<file path="config.mk">
export PLATFORM = sky130hd
export DESIGN_NAME = dmem_arbiter
export DESIGN_NICKNAME = d
export VERILOG_FILES = /design/src/rtl/dmem_arbiter.sv
export SDC_FILE = /design/constraint.sdc
export NUM_CORES = 1
export LEC_CHECK = 0
export BUFFER_PORTS_ARGS = -buffer_cell sky130_fd_sc_hd__buf_4
export CORE_ASPECT_RATIO = 0.5
export CORE_MARGIN = 2
export CORE_UTILIZATION = 43
export DETAILED_ROUTE_END_ITERATION = 16
export MAX_ROUTING_LAYER = met4
export PLACE_DENSITY = 0.85
export SETUP_SLACK_MARGIN = 0.5
export SLEW_MARGIN = 20
export SYNTH_ARGS = -nofsm -noshare
export SYNTH_HDL_FRONTEND = slang
export SYNTH_SLANG_ARGS = --single-unit
</file>
<file path="constraint.sdc">
create_clock -name clk -period 3.9 [get_ports clk]
set_input_delay 0.39 -clock clk [delete_from_list [all_inputs] [get_ports clk]]
set_output_delay 0.39 -clock clk [all_outputs]
set_load 0.02 [all_outputs]
</file>
<file path="src/rtl/dmem_arbiter.sv">
// Two-port data-memory arbiter: latches one request in IDLE, issues it for one cycle, and
// returns read data one cycle later. Define DMEM_ARB_RR_EN for round-robin tie-breaking.
module dmem_arbiter #(
  parameter int unsigned AW = 6,
  parameter int unsigned DW = 16
) (
  input  logic          clk,
  input  logic          rst_n,
  input  logic          req0,
  input  logic          req1,
  input  logic          we0,
  input  logic          we1,
  input  logic [AW-1:0] addr0,
  input  logic [AW-1:0] addr1,
  input  logic [DW-1:0] wdata0,
  input  logic [DW-1:0] wdata1,
  output logic          gnt0,
  output logic          gnt1,
  output logic          rvalid0,
  output logic          rvalid1,
  output logic [DW-1:0] rdata0,
  output logic [DW-1:0] rdata1,
  output logic          busy,
  output logic          mem_wr_en,
  output logic          mem_rd_en,
  output logic [AW-1:0] mem_addr,
  output logic [DW-1:0] mem_data_in,
  input  logic [DW-1:0] mem_data_out
);

  typedef enum logic [1:0] {StIdle, StIssue, StRdWait} state_e;

  state_e        state_q, state_d;
  // last_owner_q doubles as the owner of the access in flight; it is only loaded in IDLE.
  logic          last_owner_q;
  logic          we_q;
  logic [AW-1:0] addr_q;
  logic [DW-1:0] wdata_q;

  logic          cmd_load;
  logic          win;

  // Winner select: 1 picks port 1.
  always_comb begin
    win = 1'b0;
    if (req0 && req1) begin
`ifdef DMEM_ARB_RR_EN
      win = ~last_owner_q;
`else
      win = 1'b0;
`endif
    end else if (req1) begin
      win = 1'b1;
    end
  end

  assign cmd_load = (state_q == StIdle) && (req0 || req1);

  always_ff @(posedge clk or negedge rst_n) begin
    if (!rst_n) begin
      state_q <= StIdle;
    end else begin
      state_q <= state_d;
    end
  end

  always_comb begin
    state_d = state_q;
    unique case (state_q)
      StIdle:   if (req0 || req1) state_d = StIssue;
      StIssue:  state_d = we_q ? StIdle : StRdWait;
      StRdWait: state_d = StIdle;
      default:  state_d = StIdle;
    endcase
  end

  always_ff @(posedge clk or negedge rst_n) begin
    if (!rst_n) begin
      last_owner_q <= 1'b1;
      we_q         <= 1'b0;
      addr_q       <= '0;
      wdata_q      <= '0;
    end else if (cmd_load) begin
      last_owner_q <= win;
      we_q         <= win ? we1    : we0;
      addr_q       <= win ? addr1  : addr0;
      wdata_q      <= win ? wdata1 : wdata0;
    end
  end

  always_comb begin
    gnt0      = 1'b0;
    gnt1      = 1'b0;
    rvalid0   = 1'b0;
    rvalid1   = 1'b0;
    rdata0    = '0;
    rdata1    = '0;
    mem_wr_en = 1'b0;
    mem_rd_en = 1'b0;
    busy      = (state_q != StIdle);
    unique case (state_q)
      StIssue: begin
        gnt0      = ~last_owner_q;
        gnt1      = last_owner_q;
        mem_wr_en = we_q;
        mem_rd_en = ~we_q;
      end
      StRdWait: begin
        rvalid0 = ~last_owner_q;
        rvalid1 = last_owner_q;
        if (last_owner_q) rdata1 = mem_data_out;
        else              rdata0 = mem_data_out;
      end
      default: ;
    endcase
  end

  assign mem_addr    = addr_q;
  assign mem_data_in = wdata_q;

`ifndef SYNTHESIS
  exclusive_a: assert property (@(posedge clk) disable iff (!rst_n)
    !(gnt0 && gnt1) && !(rvalid0 && rvalid1));
`endif

endmodule

</file>
Word-level counts from Yosys, hierarchy flattened
Index checks and enable logic that the tools add are counted.

Bitwise logic cells: 2. Shift operators: 0. Magnitude comparators: 0. Mux-type cells: 18. $mul: 0. Reductions and logical operators: 5. Add/subtract/negate cells: 0. Div/mod/pow operators: 0. Equal/unequal tests: 3.

Operator list (number): two-way mux 16 bit (5); two-way mux 1 bit (9); two-way mux 6 bit (1); two-way mux 2 bit (2); one-hot mux 2 bit (2 select lines) (1); == test 2 x 1 -> 1 bit (second input constant) (1); == test 2 bit (second input constant) (1); logical AND 1 bit (2); logical NOT 2 bit (1); != test 2 x 1 -> 1 bit (second input constant) (1); NOT 1 bit (2); nonzero test 2 bit (1); logical OR 1 bit (1).

Latch bits: 0. Register bits after elaboration: 26. Word-level logic and storage cells: 33. RAM bits: 0. Output and inout bits: 61. Memories: 0. Bits in read-only memories: 0. Bits of input ports: 66.

Logic depth before layout (Yosys ltp)
Gate-level depths: netlist of the first run.

Depth in word-level cells: 3. Mapped depth: 5. Depth with buffers taken out: 3.

Worst setup path before layout of the first run
OpenSTA, ideal clock, no wires.

Path type: flip-flop to output port. Start point: register last_owner_q. End point: output port rdata1[10]. Arrival time: 1478 ps. Setup slack: 2032 ps. Cell stages (with the launch flop): 5. Data required time: 3510 ps. Buffers on the path: 1. Cells stage by stage: dfstp_2 inv_1 nor3b_1 buf_4 and2_1.

Word-level cells in the longest chain between the ends: 2.

Ends and longest elaborated chain: start, declared (RTL line 35) `logic last_owner_q;`; start signal, assigned (RTL line 84) `last_owner_q <= win;`; two-way mux 16 bit (RTL line 111) `if (last_owner_q) rdata1 = mem_data_out;`; two-way mux 16 bit (RTL line 101) `unique case (state_q)`; end, declared (RTL line 22) `output logic [DW-1:0] rdata1,`.

No other way between the ends.

Worst setup path after layout of the first run
Start point: register last_owner_q. End point: output port rdata1[1].

Same word-level chain as after synthesis.

==> results of run 1 <==
-- placed cells by master (no fill, tap or decap), drive strengths merged, types with 2 or more instances in the layout --
master	instances
nor3b	2
clkbuf	3
nor2	6
inv	3
nand2b	2
a21oi	2
dfrtp	25
buf	129
mux2	44
and2	32
mux2i	2
-- cell type report --
cell class | instances | share of cell area [%]
timing repair buffer | 129 | 35.9
sequential | 26 | 24.2
inverter | 3 | 0.417
multi-input combinational | 91 | 34.5
clock inverter | 1 | 1.11
clock buffer | 3 | 1.53
tap | 51 | 2.37
-- logic make-up (layout without fill, tap and decap cells) --
kind of cell,count (synthesis),count (layout),synth area share [%]
muxes,46,46,39.2
and+or+nand+nor,42,42,14.9
DFF,26,26,38.8
buffers and inverters,11,136,6.11
AOI/OAI and AO/OA,3,3,1.04
-- worst max-delay path: stages, from the launching register on --
cell and delay (ns):
dfstp_2 0.58, inv_1 0.07, nor3b_2 0.64, and2_1 0.23, buf_4 0.14
-- layer usage --
layer	global-route usage [%]	vias up	wire, microns
li1	-	676	-
met1	23.1	693	1670
met2	43.4	61	2610
met3	3.71	7	268
met4	6.87	0	54
met5	-	-	0
-- registers in the layout, summed over array words and instances (netlist names) --
name	count
we_q	1
mem_addr	6
mem_data_in	16
state_q	2
last_owner_q	1
-- stage by stage --
step / worst slack [ns] / area [sq um] / cells
floorplan: 2.03 / 1680 / 128
global placement: 1.54 / 2620 / 300
detailed placement: 1.89 / 2630 / 300
CTS: 1.54 / 2700 / 304
global route: 1.41 / 2700 / 304
finish: 1.57 / 2700 / 304
-- cells in the mapped netlist (all sizes together) --
cell / count
nor3b: 2
dfrtp: 25
buf: 8
mux2: 44
a21oi: 2
nor2: 6
mux2i: 2
and2: 32
o21a: 1
nand2b: 2
inv: 3
dfstp: 1
-- worst paths after layout --
check / slack [ns] / endpoint / startpoint / cells after the start
max: 1.57 / rdata1[1] / last_owner_q / 4
min: 0.008 / mem_addr[2] / rst_n / 1
max reg2reg: 2.17 / mem_addr[2] / state_q[0] / 4
min reg2reg: 0.48 / state_q[1] / we_q / 1
max in group asynchronous: 3.61 / last_owner_q / rst_n / 1
min in group clk: 0.27 / last_owner_q / req0 / 2
-- power groups by stage --
stage	clock network [mW]	logic [mW]	registers, mW
CTS	0.225	1.09	0.511
detailed placement	0	1.09	0.508
global placement	0	1.06	0.498
global route	0.234	1.14	0.529
finish	0.223	1.08	0.510
floorplan	0	0.540	0.637
==> results.py, run 1 <==
metrics = {
    "run_status": {
        "outcome": "complete, no violations",
    },
    "cts": {
        "cts_sinks": 26,
        "cts_buffers": 3,
        "cts-hold-fix-buffers": 0,
        "cts_root_buf": "clkbuf_8",
        "cts_resized": 0,
        "clock_path_buffers": 2,
        "cts_tree": "done",
        "clk_pin_slew_ns": 0.09,
        "cts_setup_buffers": 0,
        "h-tree-depth": 1,
        "clk_latency_ns": 0.27,
    },
    "sta": {
        "rsz0062_at_grt": "false",
        "relSlewSlack_pct": 50.0,
        "clock_skew_ns": 0.00322,
        "max_freq_mhz": 429,
        "max_slew.worst_pin.slew_ns": 0.746,
        "finalCritPeriodShare_pct": 59.7,
        "setup_tns_ns": 0,
        "period_needed_ns": 2.33,
        "finalMaxSlewViolations": 0,
        "whs_ns": 0.00758,
        "hold_viol": 0,
        "setup_viol": 0,
    },
    "detailed_routing": {
        "drc_errors": 0,
        "dr_total_vias": 1437,
        "viasPerCell": 4.73,
        "drtPass1Iterations": 4,
        "wirelength_mm": 4.60,
        "antenna_left": 0,
        "avgRoutedWirePerCell_microns": 15.1,
        "drt_iter0_drc": 50,
    },
    "die": {
        "io_pins": 127,
        "die_area_sq_um": 4450,
        "rows": 15,
        "die_h_microns": 48.2,
        "dieWidth_microns": 92.4,
        "core_sq_um": 3580,
        "initial_core_util_pct": 46.9,
    },
    "final_layout": {
        "utilization_pct": 75.3,
        "n_antenna_cell": 0,
        "multi_input_area_sq_um": 931,
        "area_growth_pct": 60.5,
        "seq_area_sq_um": 652,
        "layout.nets": 320,
        "final_layout_size_suffix_gt1_share_pct": 70.8,
        "n_fill_cell": 236,
    },
    "placed_design": {
        "io_buffer_count": 126,
        "gp_congestion": 0.767,
        "place_hpwl_mm": 3.55,
    },
    "power_and_ir_drop": {
        "power_frac_seq_pct": 28.2,
        "p_int_mw": 1.11,
        "p_leak_nw": 1.48,
        "powerDensity_nw_per_um2": 671,
        "power.net_switching_uw": 698,
        "p_sw_share_pct": 38.6,
        "ir_drop_uv": 509,
        "pwr-share-clk_pct": 12.3,
        "p_total_mw": 1.81,
        "p_comb_share_pct": 59.5,
    },
    "logic_synthesis": {
        "synth_top_area_share_pct": 37.2,
        "ys_warn_count": 0,
        "synth-seq-area-share_pct": 38.8,
        "synthCells": 128,
        "synth.avg_cell_area_sq_um": 13.1,
        "synth_seq_cells": 26,
        "synth_area_leader_cell": "dfrtp_1",
        "yosys-top-cells-area": "dfrtp_1 37%, mux2_4 34%, and2_1 12%",
        "synth.distinct_cells": 16,
        "synthesis.area_sq_um": 1680,
        "syn_nets": 194,
    },
    "worst_hold_path": {
        "hold_class": "primary input to async pin",
    },
    "critical_path": {
        "cp_data_arrival_time_ns": 1.94,
        "cp_max_fo": 17,
        "timing.critical_path.required_ns": 3.51,
        "startpoint_type": "flip-flop",
        "worstSetupPathType": "flip-flop to output port",
        "crit_path_end_kind": "output port",
    },
    "run": {
        "cap_violations": 0,
    },
    "global_route": {
        "grt_usage_pct": 21.6,
        "grt_max_degree": 27,
        "grt_pass1_wl_mm": 7.01,
        "antenna_found_initial": 0,
        "grt_pass1_vias": 1446,
        "gr-total-overflow": 0,
    },
}
Power figures use the tool's default switching activity.
==> run 2, diff against run 1 <==
--- a/config.mk
+++ b/config.mk
@@ -8,10 +8,10 @@
 export BUFFER_PORTS_ARGS = -buffer_cell sky130_fd_sc_hd__buf_4
 export CORE_ASPECT_RATIO = 0.5
 export CORE_MARGIN = 2
-export CORE_UTILIZATION = 43
+export CORE_UTILIZATION = 40
 export DETAILED_ROUTE_END_ITERATION = 16
 export MAX_ROUTING_LAYER = met4
-export PLACE_DENSITY = 0.85
+export PLACE_DENSITY = 0.8
 export SETUP_SLACK_MARGIN = 0.5
 export SLEW_MARGIN = 20
 export SYNTH_ARGS = -nofsm -noshare
==> constraint.sdc (replaced) <==
create_clock -name clk -period 2.3 [get_ports clk]
set_input_delay 0.23 -clock clk [delete_from_list [all_inputs] [get_ports clk]]
set_output_delay 0.23 -clock clk [all_outputs]
set_load 0.02 [all_outputs]
==> run 2 against run 1 <==
Against the previous run: final cell count increased by 3.3%; die area rose by 7.0%; design area increased by 6.7%; non-clock buffer count up 7; register-to-register slack got worse by 1.5 ns; setup slack lost 1.1 ns; first-iteration DRC count up 22%; sequential share of layout area decreased by 1.5 points; via count up 2.9%; wire length up 6.9%; clock power up 70%; largest cell class unchanged.
==> results.py, run 2 (same netlist as run 1, synthesis figures left out) <==
metrics = {
    "sta": {
        "clock_skew_ns": 0.00347,
        "max_freq_mhz": 551,
        "setup_tns_ns": 0,
        "finalWorstSetupSlack_ns": 0.485,
        "finalCritPeriodShare_pct": 78.9,
        "relSlewSlack_pct": 74.7,
        "finalMaxSlewViolations": 0,
        "max_slew.worst_pin.slew_ns": 0.379,
        "rsz0062_at_grt": "true",
        "period_needed_ns": 1.81,
        "setup_viol": 0,
        "hold_viol": 0,
    },
    "worst_hold_path": {
        "hold_class": "primary input to flip-flop",
        "holdPathStages": 2,
    },
    "global_route": {
        "grt_pass1_vias": 1530,
        "grt_max_degree": 27,
        "gr-total-overflow": 0,
        "grt_pass1_wl_mm": 7.67,
        "antenna_found_initial": 0,
        "grt_usage_pct": 21.9,
    },
    "critical_path": {
        "timing.critical_path.required_ns": 2.07,
        "cp_num_cells": 5,
        "cp_data_arrival_time_ns": 1.58,
        "cp_max_fo": 8,
        "r2r-start": "state_q[0]",
        "cpPeakStageDelay_ns": 0.55,
        "rrSetupSlack_ns": 0.62,
        "crit_path_end": "rdata1[5]",
        "crit_path_end_kind": "output port",
        "cp_cell_sequence": "inv_2, nor3b_4, buf_6, and2_4, buf_6",
        "r2r-end": "mem_addr[2]",
        "startpoint_type": "flip-flop",
        "cpMostUsedCell": "buf_6",
        "worst-path-buf-inv": 3,
        "setup.worst_path.start": "last_owner_q",
        "path_delay_family": "flip-flops",
        "worstSetupPathType": "flip-flop to output port",
        "rr_worst_depth": 4,
        "slowest_stage": "dfstp_2",
    },
    "die": {
        "die_area_sq_um": 4770,
        "io_pins": 127,
        "rows": 16,
        "dieWidth_microns": 95.7,
        "die_h_microns": 49.8,
        "initial_core_util_pct": 42.4,
        "core_sq_um": 3960,
    },
    "final_layout": {
        "layout.nets": 327,
        "final_layout_size_suffix_gt1_share_pct": 77.7,
        "n_antenna_cell": 0,
        "layout_commonest_cell": "buf_4",
        "n_fill_cell": 268,
        "final_cell_mix": "115 x buf_4, 38 x mux2_4, 25 x dfrtp_1, 20 x buf_6",
        "area_growth_pct": 71.3,
        "largest_reg_flops": 16,
    },
    "power_and_ir_drop": {
        "powerDensity_nw_per_um2": 1120,
        "p_total_mw": 3.21,
        "ir_drop_uv": 568,
        "p_leak_nw": 1.55,
    },
    "cts": {
        "cts_tree": "done",
        "clock_path_buffers": 2,
        "clk_pin_slew_ns": 0.09,
        "clk_latency_ns": 0.27,
        "cts_root_buf": "clkbuf_8",
        "cts_buffers": 3,
        "h-tree-depth": 1,
        "cts_sinks": 26,
    },
    "detailed_routing": {
        "dr_total_vias": 1478,
        "viasPerCell": 4.71,
        "antenna_left": 0,
        "drc_errors": 0,
        "drtPass1Iterations": 4,
        "wirelength_mm": 4.92,
        "avgRoutedWirePerCell_microns": 15.7,
        "drt_iter0_drc": 61,
    },
    "run_status": {
        "outcome": "complete, no violations",
    },
    "placed_design": {
        "io_buffer_count": 126,
        "place_hpwl_mm": 3.56,
        "preCtsSetupSlack_ns": 0.542,
        "gp_congestion": 0.810,
    },
    "run": {
        "cap_violations": 0,
    },
}
-- run 2: cell type report --
class                      count  area [sq um]  area share (%)
clock inverter                 1          30.0            1.04
multi-input combinational     91           977            34.0
inverter                       3          11.3           0.391
timing repair buffer         136          1100            38.2
sequential                    26           652            22.7
clock buffer                   3          41.3            1.43
tap                           54          67.6            2.35
-- run 2: how the worst min path moves through the flow --
stage               startpoint            to
floorplan                rst_n   mem_addr[0]
global placement         rst_n   mem_addr[3]
detailed placement       rst_n   mem_addr[3]
CTS                       req0  last_owner_q
global route              req0  last_owner_q
finish                    req0  last_owner_q
-- run 2: stage by stage --
step | instance area (sq um) | hold slack, ns | util [%] | instances
floorplan | 1680 | -0.0656 | - | 128
global placement | 2630 | 0.150 | 66.4 | 304
detailed placement | 2630 | 0.156 | 66.4 | 304
CTS | 2850 | 0.111 | 72.0 | 313
global route | 2880 | 0.104 | 72.6 | 314
finish | 2880 | 0.106 | 72.6 | 314
-- run 2: layer usage --
metal  part of all wire (%)  global-route usage (%)
met1                     38                    24.8
met2                     57                    40.8
met3                    4.1                    2.91
met4                    1.7                    5.71
met5                      0                       -
-- run 2: worst reg2reg max path: stages, from the launching register on --
cell and delay (ns):
dfrtp_1 0.46, nor2_1 0.25, o21a_1 0.18, buf_6 0.29
mux2_2 0.38
-- run 2: where the power goes --
| group | switching, mW | total [mW] | internal (mW) |
|---|---|---|---|
| Sequential | 0.162 | 0.863 | 0.701 |
| Clock | 0.145 | 0.378 | 0.233 |
| Combinational | 0.917 | 1.97 | 1.05 |
-- run 2: timing repair --
action	in CTS	in global routing
gates cloned	2	0
pin swaps	8	10
hold buffers	1	0
buffers inserted	2	1
setup endpoints to repair	16	38
gates resized for setup	37	5
endpoints found under the hold margin	25	0
